<file path="src/rtl/field_write_sched.sv">
`default_nettype none
// ============================================================================
// Module  : field_write_sched
// Purpose : Round-robin scheduler of clipped [off +: FIELD] writes into a
//           small register array, with a slice-by-slice word-clear engine.
// Revision: 1.0 - initial release
// ============================================================================
module field_write_sched #(
  parameter int WORDS = 2,
  parameter int WIDTH = 32,
  parameter int FIELD = 8,
  parameter int OFFW  = 8,
  parameter int IDXW  = 2
) (
  input  logic             clk,
  input  logic             rst,
  input  logic             req0_valid,
  output logic             req0_ready,
  input  logic [IDXW-1:0]  req0_word,
  input  logic [OFFW-1:0]  req0_off,
  input  logic [FIELD-1:0] req0_data,
  input  logic             req1_valid,
  output logic             req1_ready,
  input  logic [IDXW-1:0]  req1_word,
  input  logic [OFFW-1:0]  req1_off,
  input  logic [FIELD-1:0] req1_data,
  input  logic             clr_valid,
  output logic             clr_ready,
  input  logic [IDXW-1:0]  clr_word,
  input  logic [IDXW-1:0]  rd_word,
  output logic [WIDTH-1:0] rd_data,
  output logic             busy,
  output logic             err
);

  localparam int C_SLICES = WIDTH / FIELD;
  localparam int C_KW     = (C_SLICES > 1) ? $clog2(C_SLICES) : 1;
  localparam int C_FW     = (FIELD > 1) ? $clog2(FIELD) : 1;

  typedef enum logic [0:0] {
    S_IDLE  = 1'b0,
    S_CLEAR = 1'b1
  } state_t;

  state_t             r_state;
  state_t             w_next;
  logic [C_KW-1:0]    r_k;
  logic               r_last_grant;
  logic [IDXW-1:0]    r_clr_word;
  logic               r_err;
  logic [WIDTH-1:0]   r_data [WORDS];
  logic [WIDTH-1:0]   r_rd_data;

  logic                   w_wr;
  logic [IDXW-1:0]        w_word;
  logic signed [OFFW-1:0] w_off;
  logic [FIELD-1:0]       w_data;
  logic [WIDTH-1:0]       w_mask;
  logic [WIDTH-1:0]       w_val;
  logic [WIDTH-1:0]       w_clr_mask;
  logic [WIDTH-1:0]       w_rd;
  logic [WORDS-1:0]       w_wsel;
  logic [WORDS-1:0]       w_csel;
  logic [WORDS-1:0]       w_cin;

  // Arbitration: clear beats writes; on a tie the requester not granted last wins.
  always_comb begin
    w_next     = r_state;
    clr_ready  = 1'b0;
    req0_ready = 1'b0;
    req1_ready = 1'b0;
    case (r_state)
      S_IDLE: begin
        if (clr_valid) begin
          clr_ready = 1'b1;
          w_next    = S_CLEAR;
        end else if (req0_valid && (!req1_valid || r_last_grant)) begin
          req0_ready = 1'b1;
        end else if (req1_valid) begin
          req1_ready = 1'b1;
        end
      end
      S_CLEAR: begin
        if (r_k == C_KW'(C_SLICES - 1)) w_next = S_IDLE;
      end
      default: w_next = S_IDLE;
    endcase
  end

  always_ff @(posedge clk) begin
    if (rst) r_state <= S_IDLE;
    else     r_state <= w_next;
  end

  assign w_wr   = req0_ready | req1_ready;
  assign w_word = req1_ready ? req1_word : req0_word;
  assign w_off  = req1_ready ? $signed(req1_off) : $signed(req0_off);
  assign w_data = req1_ready ? req1_data : req0_data;

  // Each word bit gathers field bit (b - off); out-of-word field bits simply never match.
  for (genvar b = 0; b < WIDTH; b++) begin : g_bit
    logic signed [31:0] w_rel;
    assign w_rel     = b - int'(w_off);
    assign w_mask[b] = (w_rel >= 0) && (w_rel < FIELD);
    assign w_val[b]  = w_data[w_rel[C_FW-1:0]];
  end

  for (genvar w = 0; w < WORDS; w++) begin : g_word
    assign w_wsel[w] = (w_word == IDXW'(w));
    assign w_csel[w] = (r_clr_word == IDXW'(w));
    assign w_cin[w]  = (clr_word == IDXW'(w));
  end

  assign w_clr_mask = WIDTH'({FIELD{1'b1}}) << (FIELD * r_k);

  always_comb begin
    w_rd = '0;
    for (int w = 0; w < WORDS; w++) begin
      if (rd_word == IDXW'(w)) w_rd = r_data[w];
    end
  end

  always_ff @(posedge clk) begin
    if (rst) begin
      for (int w = 0; w < WORDS; w++) r_data[w] <= '0;
    end else begin
      for (int w = 0; w < WORDS; w++) begin
        if (r_state == S_CLEAR && w_csel[w])
          r_data[w] <= r_data[w] & ~w_clr_mask;
        else if (w_wr && w_wsel[w])
          r_data[w] <= (r_data[w] & ~w_mask) | (w_val & w_mask);
      end
    end
  end

  always_ff @(posedge clk) begin
    if (rst) begin
      r_k          <= '0;
      r_last_grant <= 1'b1;
      r_clr_word   <= '0;
      r_err        <= 1'b0;
      r_rd_data    <= '0;
    end else begin
      r_rd_data <= w_rd;
      r_err     <= (w_wr && !(|w_wsel)) || (clr_ready && !(|w_cin));
      if (clr_ready) begin
        r_clr_word <= clr_word;
        r_k        <= '0;
      end else if (r_state == S_CLEAR) begin
        r_k <= (r_k == C_KW'(C_SLICES - 1)) ? '0 : r_k + 1'b1;
      end
      if (req0_ready)      r_last_grant <= 1'b0;
      else if (req1_ready) r_last_grant <= 1'b1;
    end
  end

  assign rd_data = r_rd_data;
  assign busy    = (r_state == S_CLEAR);
  assign err     = r_err;

endmodule
`default_nettype wire

</file>
<file path="config.mk">
export PLATFORM = sky130hd
export DESIGN_NAME = field_write_sched
export DESIGN_NICKNAME = d
export VERILOG_FILES = /design/src/rtl/field_write_sched.sv
export SDC_FILE = /design/constraint.sdc
export NUM_CORES = 1
export LEC_CHECK = 0
export ABC_AREA = 1
export CORE_ASPECT_RATIO = 0.75
export CORE_UTILIZATION = 40
export CTS_CLUSTER_DIAMETER = 50
export DETAILED_ROUTE_END_ITERATION = 10
export DONT_BUFFER_PORTS = 1
export PLACE_DENSITY = 0.62
export SLEW_MARGIN = 30
export SYNTH_ARGS = -nofsm -noshare
export SYNTH_HDL_FRONTEND = slang
export SYNTH_SLANG_ARGS = --single-unit
</file>
<file path="constraint.sdc">
create_clock -name clk -period 6.8 [get_ports clk]
set_input_delay 1.36 -clock clk [delete_from_list [all_inputs] [get_ports clk]]
set_output_delay 1.36 -clock clk [all_outputs]
set_load 0.1 [all_outputs]
</file>
==> results.json, run 1 <==
{
  "status": "complete, no violations",
  "antenna_found_initial": 0,
  "area_delta_synth_final_pct": 6.18,
  "grt_max_degree": 45,
  "hp-class": "reg -> reg",
  "track_usage": 0.247,
  "hold_viol": 0,
  "drt-total-wl_um": 22600,
  "yosysSeqAreaShare": 0.370,
  "drive_gt1_frac": 0.0887,
  "yosysTopAreaCellShare": 0.263,
  "period_share": 0.584,
  "cts-resized-gates": 0,
  "syn_area_mm2": 0.00731,
  "worst-endpoint-arrival_ns": 4.07,
  "layout_commonest_cell": "nand2_1",
  "whs_ns": 0.455,
  "dp.cells": 1264,
  "cts-root-buf": "clkbuf_16",
  "dp_hpwl_um": 16300,
  "numCtsBuffers": 9,
  "power_leakage_nw": 3.47,
  "drc": 0,
  "fill_cells": 1900,
  "tightest_slew_ns": 0.950,
  "initialDrtViolationCount": 788,
  "cap_violations": 0,
  "startpoint_type": "primary input",
  "worstPathMaxFanout": 44,
  "instances_no_fill": 1279,
  "wl_per_cell_um": 17.7,
  "initial_core_util": 0.411,
  "setup_slack_ns": 2.83,
  "gp_congestion": 1.02,
  "io_buffers": 0,
  "ios": 82,
  "clk_latency_ns": 0.35,
  "drv_slew": 0,
  "final_cell_mix": "nand2_1, inv_1, nand3_1",
  "peakVddDrop_uv": 118,
  "vias": 6972,
  "dp_slack_ns": 2.49,
  "cts-htree-levels": 3,
  "cts_tree": "done",
  "grt_overflow": 0,
  "synthTopCellsByArea": "edfxtp_1, nand2_1, dfxtp_1, inv_1, nand3_1",
  "synth_nets": 1109,
  "multi_input_area_mm2": 0.00365,
  "tns_ns": 0,
  "cts_hold_buf": 0,
  "n_antenna_cell": 0,
  "grt_pass1_vias": 6473,
  "cp.required_ns": 6.89,
  "power_mw": 1.79,
  "die_h_um": 119,
  "fp-row-count": 42,
  "grt_pass1_wl_um": 35900,
  "viasPerCell": 5.45,
  "skew_ns": 0.00899,
  "crit_path_end_kind": "flip-flop",
  "synth.avg_cell_area_um2": 6.91,
  "clkTransAtPathRegs_ns": 0.07,
  "seq_area_mm2": 0.00270,
  "die-area_mm2": 0.0188,
  "design.core.area_mm2": 0.0178,
  "clock_path_buffers": 2,
  "synth_cell_types": 41,
  "die_width_um": 158,
  "fmax_mhz": 252,
  "powerDensity_mw_per_mm2": 230,
  "max_slew_margin": 0.365,
  "ant_nets": 0,
  "ys.warnings.count": 0,
  "ys_seq_elements": 103,
  "postSynthCellCount": 1058,
  "path_class": "in -> reg",
  "post-cts-setup-buffers": 0,
  "setup-violations-final": 0,
  "layout.nets": 1084,
  "rsz0062_at_grt": "no",
  "finalCriticalPeriod_ns": 3.97,
  "cts.sinks": 103,
  "yosysTopAreaCell": "edfxtp_1",
  "firstDrtPassIters": 6
}
[per-stage QoR]
stage | instance area, µm² | utilization
6_report | 7760 | 0.437
5_1_grt | 7760 | 0.437
4_1_cts | 7760 | 0.437
3_5_place_dp | 7420 | 0.418
3_3_place_gp | 7420 | 0.418
2_1_floorplan | 7310 | -
[path summary, 6_finish.rpt]
| check | start | to | slack, ns | depth (start not counted) |
|---|---|---|---|---|
| setup reg to reg | busy | flip-flop | 3.26 | 13 |
| hold reg to reg | r_clr_word[1] | r_clr_word[1] | 0.45 | 2 |
| setup / recovery | clr_valid | flip-flop | 2.83 | 13 |
| hold / removal | r_clr_word[1] | r_clr_word[1] | 0.45 | 2 |
[cell usage after synthesis (all sizes together)]
| library cell | n |
|---|---|
| o21ai | 35 |
| a21boi | 3 |
| inv | 189 |
| nand2 | 283 |
| o31ai | 19 |
| nand4 | 6 |
| nand2b | 1 |
| edfxtp | 64 |
| nor3 | 2 |
| o22ai | 63 |
| dfxtp | 39 |
| o211ai | 4 |
| buf | 29 |
| ha | 6 |
| a31oi | 6 |
| nor2 | 108 |
| clkbuf | 15 |
| nand3 | 119 |
| a21oi | 51 |
| o21a | 1 |
| nand3b | 6 |
| a22oi | 4 |
| or2 | 4 |
| a211oi | 1 |
[worst max-delay path: stages]
cell and delay (ns):
inv_1 0.10, nand2_4 0.10, nor2_8 0.24, nand2_8 0.21, inv_2 0.50, nand2_1 0.10
nand2_1 0.12, nor2_1 0.06, nand2_2 0.05, buf_4 0.41, nand2_2 0.17, inv_2 0.43
nor2_1 0.11
[power by group]
group | total (mW) | switching (mW) | internal [mW]
logic | 0.382 | 0.285 | 0.0974
clock network | 0.604 | 0.244 | 0.360
registers | 0.800 | 0.0870 | 0.713
total | 1.79 | 0.616 | 1.17
[logic make-up after synthesis]
| kind of cell | synth area share |
|---|---|
| flops | 0.370 |
| simple gates | 0.334 |
| fa+ha+maj | 0.0103 |
| buf+inv | 0.132 |
| compound gates | 0.153 |
[per-layer routing]
layer,share of wire,vias up,global-route usage
met3,0.092,38,0.0546
met5,0,-,0
li1,-,3418,-
met1,0.47,3214,0.360
met4,0.019,0,0.0679
met2,0.42,302,0.364
[area by class of cell]
| cell class | count | share of cell area |
|---|---|---|
| inverters | 189 | 0.0915 |
| flip-flops and latches | 103 | 0.349 |
| multi-input cells | 722 | 0.470 |
| repair buffers | 8 | 0.00774 |
| well taps | 242 | 0.0390 |
| clock inverters | 5 | 0.0137 |
| clock buffers | 10 | 0.0295 |
Note: power is estimated with default switching activity, not from simulation.
==> inputs of run 2 (changes only) <==
Clock period 6.8 ns to 3.98 ns, I/O delays scaled along.
==> results.json, run 2 (same netlist as run 1, synthesis figures left out) <==
{
  "status": "complete, no violations",
  "hp-class": "reg -> reg",
  "reg2reg_from": "r_last_grant",
  "vias": 6981,
  "fmax_mhz": 300,
  "final_util": 0.437,
  "regToRegSetupSlack_ns": 0.79,
  "design.core.area_mm2": 0.0178,
  "fill_cells": 1909,
  "finalCriticalPeriod_ns": 3.33,
  "finalInstanceArea_mm2": 0.00776,
  "fp-row-count": 42,
  "antenna_found_initial": 0,
  "drv_slew": 0,
  "dp.cells": 1267,
  "cap_violations": 0,
  "hold_start": "r_clr_word[1]",
  "max_slew_margin": 0.359,
  "setup-violations-final": 0,
  "setup_slack_ns": 0.651,
  "initial_core_util": 0.411,
  "peakVddDrop_uv": 174,
  "drt-total-wl_um": 24300,
  "drive_gt1_frac": 0.0903,
  "numCtsBuffers": 9,
  "ant_nets": 0,
  "clkTransAtPathRegs_ns": 0.07,
  "postPlaceCellArea_mm2": 0.00747,
  "layout.nets": 1087,
  "firstDrtPassIters": 6,
  "layout_commonest_cell": "nand2_1",
  "grt_pass1_wl_um": 38000,
  "die-area_mm2": 0.0188,
  "grt_max_degree": 44,
  "dp_hpwl_um": 17000,
  "gp_congestion": 1.00,
  "drc": 0,
  "cts_tree": "done",
  "ios": 82,
  "startpoint_type": "primary input",
  "multi_input_area_mm2": 0.00365,
  "instances_no_fill": 1283,
  "path_class": "in -> reg",
  "die_width_um": 158,
  "tightest_slew_ns": 0.960,
  "clk_latency_ns": 0.36,
  "cts-root-buf": "clkbuf_16",
  "grt_pass1_vias": 6685,
  "cts-resized-gates": 0,
  "n_antenna_cell": 0,
  "io_buffers": 0,
  "grt_overflow": 0,
  "cts-htree-levels": 3,
  "dp_slack_ns": 0.339,
  "post-cts-setup-buffers": 0,
  "whs_ns": 0.454,
  "hold_viol": 0,
  "period_share": 0.836,
  "die_h_um": 119,
  "seq_area_mm2": 0.00270,
  "power_leakage_nw": 3.48,
  "tns_ns": 0,
  "skew_ns": 0.00724,
  "area_delta_synth_final_pct": 6.22,
  "clock_path_buffers": 2,
  "viasPerCell": 5.44,
  "track_usage": 0.271,
  "final_cell_mix": "nand2_1, inv_1, nand3_1",
  "initialDrtViolationCount": 668,
  "crit_path_end_kind": "flip-flop",
  "cts.sinks": 103,
  "rsz0062_at_grt": "no",
  "powerDensity_mw_per_mm2": 380,
  "cp.required_ns": 4.11,
  "cts_hold_buf": 0,
  "power_mw": 2.95,
  "worst-endpoint-arrival_ns": 3.45,
  "worstPathMaxFanout": 35,
  "wl_per_cell_um": 18.9,
  "startpoint": "clr_valid"
}
run 2: final cells by class:
| class | count | share of cell area |
|---|---|---|
| Timing Repair Buffer | 11 | 0.0139 |
| Tap cell | 242 | 0.0390 |
| Sequential cell | 103 | 0.348 |
| Multi-Input combinational cell | 722 | 0.470 |
| Clock buffer | 11 | 0.0300 |
| Clock inverter | 5 | 0.00758 |
| Inverter | 189 | 0.0914 |
run 2: where the power goes:
group | total, mW | internal (mW) | switching (mW)
clock | 0.906 | 0.489 | 0.417
combinational | 0.684 | 0.172 | 0.512
sequential | 1.36 | 1.22 | 0.140
total | 2.95 | 1.88 | 1.07
run 2: layer usage:
layer / vias up / routed length, µm / global-route usage
li1: 3425 / - / -
met1: 3213 / 11200 / 0.383
met2: 315 / 10100 / 0.392
met3: 28 / 2610 / 0.0913
met4: 0 / 352 / 0.0679
met5: - / 0 / 0
run 2: final timing paths:
check                       end  cells after the start
hold / removal    r_clr_word[1]                      2
hold reg to reg   r_clr_word[1]                      2
setup / recovery  r_data[0][29]                     16
setup reg to reg  r_data[0][29]                     16
run 2: critical path, cell delays in order:
cell     delay [ns]
inv_1          0.10
nand2_4        0.10
nor2_8         0.24
nand2_8        0.21
nand2_1        0.10
nand2_1        0.36
nand2_1        0.42
inv_1          0.10
nor2_1         0.20
inv_1          0.09
nand3_1        0.09
nand2_1        0.24
nand2_1        0.18
nand3_1        0.09
nand2_1        0.08
inv_1          0.03
==> inputs of run 3 (changes only) <==
Settings changed: PLACE_DENSITY 0.62 to 0.64.
Clock period 3.98 ns to 2.9 ns, I/O delays scaled along.
==> results.json, run 3 (same netlist as run 1, synthesis figures left out) <==
{
  "cts-root-buf": "clkbuf_16",
  "regToRegSetupSlack_ns": 0.25,
  "gp_congestion": 1.07,
  "worstPathMaxFanout": 16,
  "cp.required_ns": 3.02,
  "drive_gt1_frac": 0.152,
  "hold_end": "busy",
  "cts-htree-levels": 3,
  "n_antenna_cell": 0,
  "period_share": 0.913,
  "dp.cells": 1337,
  "vias": 7405,
  "multi_input_area_mm2": 0.00369,
  "crit_path_end_kind": "flip-flop",
  "fmax_mhz": 378,
  "powerDensity_mw_per_mm2": 501,
  "fp-row-count": 42,
  "die-area_mm2": 0.0188,
  "grt_overflow": 0,
  "cap_violations": 0,
  "startpoint_type": "flip-flop",
  "drv_slew": 0,
  "fill_cells": 1880,
  "clock_path_buffers": 2,
  "r2r_cells": 17,
  "reg2reg_from": "r_last_grant",
  "ios": 82,
  "power_leakage_nw": 3.86,
  "design.core.area_mm2": 0.0178,
  "setup_slack_ns": 0.252,
  "final_util": 0.474,
  "io_buffers": 0,
  "startpoint": "r_last_grant",
  "dp_hpwl_um": 19100,
  "setup-violations-final": 0,
  "viasPerCell": 5.47,
  "cts_tree": "done",
  "skew_ns": 0.00650,
  "seq_area_mm2": 0.00270,
  "drc": 0,
  "initial_core_util": 0.411,
  "track_usage": 0.282,
  "rsz0062_at_grt": "no",
  "instances_no_fill": 1353,
  "max_slew_margin": 0.369,
  "final_cell_mix": "nand2_1, inv_1, nand3_1",
  "grt_max_degree": 39,
  "tns_ns": 0,
  "peakVddDrop_uv": 286,
  "layout_commonest_cell": "nand2_1",
  "hp-class": "in -> reg",
  "post-cts-setup-buffers": 0,
  "cts.sinks": 103,
  "tightest_slew_ns": 0.945,
  "hold_start": "rst",
  "grt_pass1_wl_um": 39700,
  "finalCriticalPeriod_ns": 2.65,
  "drt-total-wl_um": 25600,
  "hold_viol": 0,
  "firstDrtPassIters": 5,
  "area_delta_synth_final_pct": 15.2,
  "status": "complete, no violations",
  "grt_pass1_vias": 6980,
  "die_h_um": 119,
  "numCtsBuffers": 9,
  "clkTransAtPathRegs_ns": 0.07,
  "initialDrtViolationCount": 863,
  "wl_per_cell_um": 18.9,
  "r2r_end": "r_data[0][13]",
  "dp_slack_ns": -0.0437,
  "antenna_found_initial": 0,
  "whs_path_depth": 1,
  "power_mw": 4.21,
  "clk_latency_ns": 0.36,
  "die_width_um": 158,
  "worst-endpoint-arrival_ns": 2.77,
  "ant_nets": 0,
  "path_class": "reg -> reg",
  "layout.nets": 1157
}
## run 3: what timing repair did
item                                    4_1_cts  5_1_grt
endpoints found under the setup margin        0        3
endpoints found under the hold margin         0        0
gates resized for setup                       0        2
hold buffers                                  0        0
## run 3: final cells by class
type | instances | share of cell area
clock buffer | 12 | 0.0293
multi-input combinational | 722 | 0.438
inverter | 189 | 0.0846
timing repair buffer | 81 | 0.0842
sequential | 103 | 0.321
tap | 242 | 0.0360
clock inverter | 4 | 0.00654
## run 3: per-stage QoR
step | hold slack (ns) | instance area, µm²
2_1_floorplan | 0.420 | 7370
3_3_place_gp | 0.434 | 8110
3_5_place_dp | 0.439 | 8110
4_1_cts | 0.264 | 8410
5_1_grt | 0.266 | 8410
6_report | 0.278 | 8410
## run 3: report_power, final
part           total, mW  switching [mW]  internal, mW
Sequential          1.87           0.194          1.67
Combinational       1.08           0.746         0.336
Clock               1.26           0.566         0.698
## run 3: routing by layer
metal / vias to the layer above / wire (µm) / track usage
li1: 3567 / - / -
met1: 3462 / 11700 / 0.394
met2: 335 / 10700 / 0.411
met3: 41 / 2620 / 0.0924
met5: - / 0 / 0
met4: 0 / 534 / 0.0799
## run 3: critical path: stages, from the launching register on
cell	delay (ns)
dfxtp_1	0.34
inv_1	0.10
nand2_8	0.08
nand2_8	0.11
nand2_8	0.12
buf_4	0.20
inv_4	0.05
nand2_1	0.09
nand2_4	0.09
buf_4	0.21
nor2_4	0.27
nand2_2	0.17
nand3_1	0.12
nand2_1	0.07
o21ai_0	0.19
nand3_1	0.10
nand2_1	0.07
inv_1	0.04
## run 3: how the worst max path moves through the flow
stage | endpoint | slack, ns | depth (start not counted)
6_report | r_data[0][13] | 0.25 | 17
5_1_grt | r_data[0][13] | 0.02 | 17
4_1_cts | r_data[0][8] | 0.26 | 15
3_5_place_dp | r_data[0][8] | -0.04 | 15
3_3_place_gp | r_data[0][16] | -0.01 | 14
2_1_floorplan | r_data[0][0] | -0.42 | 9
==> patch (settings of run 2) <==
The parameter `WIDTH` goes from 32 to 16.
--- a/src/rtl/field_write_sched.sv
+++ b/src/rtl/field_write_sched.sv
@@ -7,7 +7,7 @@
 // ============================================================================
 module field_write_sched #(
   parameter int WORDS = 2,
-  parameter int WIDTH = 32,
+  parameter int WIDTH = 16,
   parameter int FIELD = 8,
   parameter int OFFW  = 8,
   parameter int IDXW  = 2
Ports: changed (resized rd_data); port bits go from 82 to 66. No check against the original RTL was run, so the function may have changed too.
==> patch against run 2 <==
Sequential power down 48%; area after synthesis shrank 41%; sequential cell count decreased by 49; global-route usage down 0.87 points; wire length decreased by 43%; power decreased by 43%; final area down 40%; worst setup slack improved by 0.28 ns; critical endpoint is now r_data[0][10]; largest cell class unchanged; highest routed layer unchanged.
==> patch: results (changes against run 2) <==
Detailed routing
  • WL met3: 1.26 mm (was 2.61 mm)
  • DR WL met2: 5.68 mm (was 10.1 mm)
  • Total wire length: 13.8 mm (was 24.3 mm)
  • Pre-antenna DRT Iters: 5 (was 6)

Logic synthesis
  • Post-Synth Adder-Cell Area: 0.584% (was 1.03%)
  • Syn nets: 705 (was 1109)
  • Mean Syn Cell Area: 6.52 µm² (was 6.91 µm²)
  • Post-synthesis sequential area ratio: 32.7% (was 37.0%)
  • Post-Synth XOR/XNOR Area: 0.613% (was 0%)
  • Ranking of synthesized cells by area: edfxtp_1 22%, nand2_1 17%, dfxtp_1 10% (was edfxtp_1 26%, nand2_1 13%, dfxtp_1 11%)
  • Post-synth EDFFs: 32 (was 64)
  • Distinct cells, synth: 43 (was 41)
  • Post-synthesis compound-gate area fraction: 16.9% (was 15.3%)

Global routing
  • Met2 usage: 38.1% (was 39.2%)
  • GRT met1 Usage: 37.9% (was 38.3%)
  • Vias in the first global route: 4302 (was 6685)
  • First-pass GRT wire length: 22.2 mm (was 38.0 mm)
  • All-Layer GR Usage: 26.2% (was 27.1%)
  • Largest net degree at the start of global routing: 21 (was 44)
  • Met3 Track Usage GR: 6.09% (was 9.13%)

Timing
  • Worst Max-Slew Pin Slew: 0.942 ns (was 0.960 ns)
  • Fmax: 328 MHz (was 300 MHz)
  • Skew final: 0.0106 ns (was 0.00724 ns)

Power
  • LEAKAGE: 2.07 nW (was 3.48 nW)
  • Clk power: 0.504 mW (was 0.906 mW)
  • Peak VDD IR: 156 µV (was 174 µV)
  • Pwr dens: 361 nW/µm² (was 380 nW/µm²)

Worst hold path
  • Hold Path Sink: r_last_grant (was r_clr_word[1])
  • HP Start: r_last_grant (was r_clr_word[1])

Finish
  • Final-stage net count: 702 (was 1087)
  • Layout cells sized above 1: 12.7% (was 9.03%)
  • # fillers: 1088 (was 1909)
  • Post-route insts no fill: 792 (was 1283)

Placed design
  • Placed instance area: 4470 µm² (was 7470 µm²)
  • HPWL after DPL: 10.3 mm (was 17.0 mm)
  • Final GP Congestion: 1.03 (was 1.00)
  • Placed cells: 784 (was 1267)

Clock tree
  • CTS Buf Count: 5 (was 9)
  • CTS H-tree lvls: 2 (was 3)
  • Clock Latency Late Sink: 0.30 ns (was 0.36 ns)

Worst setup path
  • CP Capture Point: r_data[0][10] (was r_data[0][29])
  • Crit path DAT: 3.11 ns (was 3.45 ns)
  • Worst path max stage delay: 0.31 ns (was 0.42 ns)
  • Reg-to-Reg Start: busy (was r_last_grant)
  • Setup slack, reg-to-reg: 1.03 ns (was 0.79 ns)

Outcome
  • Status: complete, no violations (unchanged)
[patch: cell count changes after synthesis, sizes merged, moves of 8 or more]
cell / before / now
nand2: 283 / 203
or2: 4 / 12
nand3: 119 / 77
o31ai: 19 / 11
buf: 29 / 16
edfxtp: 64 / 32
dfxtp: 39 / 22
a21oi: 51 / 41
o21ai: 35 / 43
nor2: 108 / 53
inv: 189 / 90
o22ai: 63 / 8
[patch: tightest hold or removal path, cell delays in order (launching register included)]
cell and delay [ns]:
dfxtp_1 0.30, inv_1 0.08, o211ai_1 0.10
[patch: final cells by class]
cell class / count / area [µm²] / area share, %
clock inverters: 1 / 30.0 / 0.648
multi-input cells: 486 / 2430 / 52.5
clock buffers: 7 / 133 / 2.86
well taps: 136 / 170 / 3.67
repair buffers: 15 / 116 / 2.51
flip-flops and latches: 54 / 1400 / 30.2
inverters: 93 / 349 / 7.53
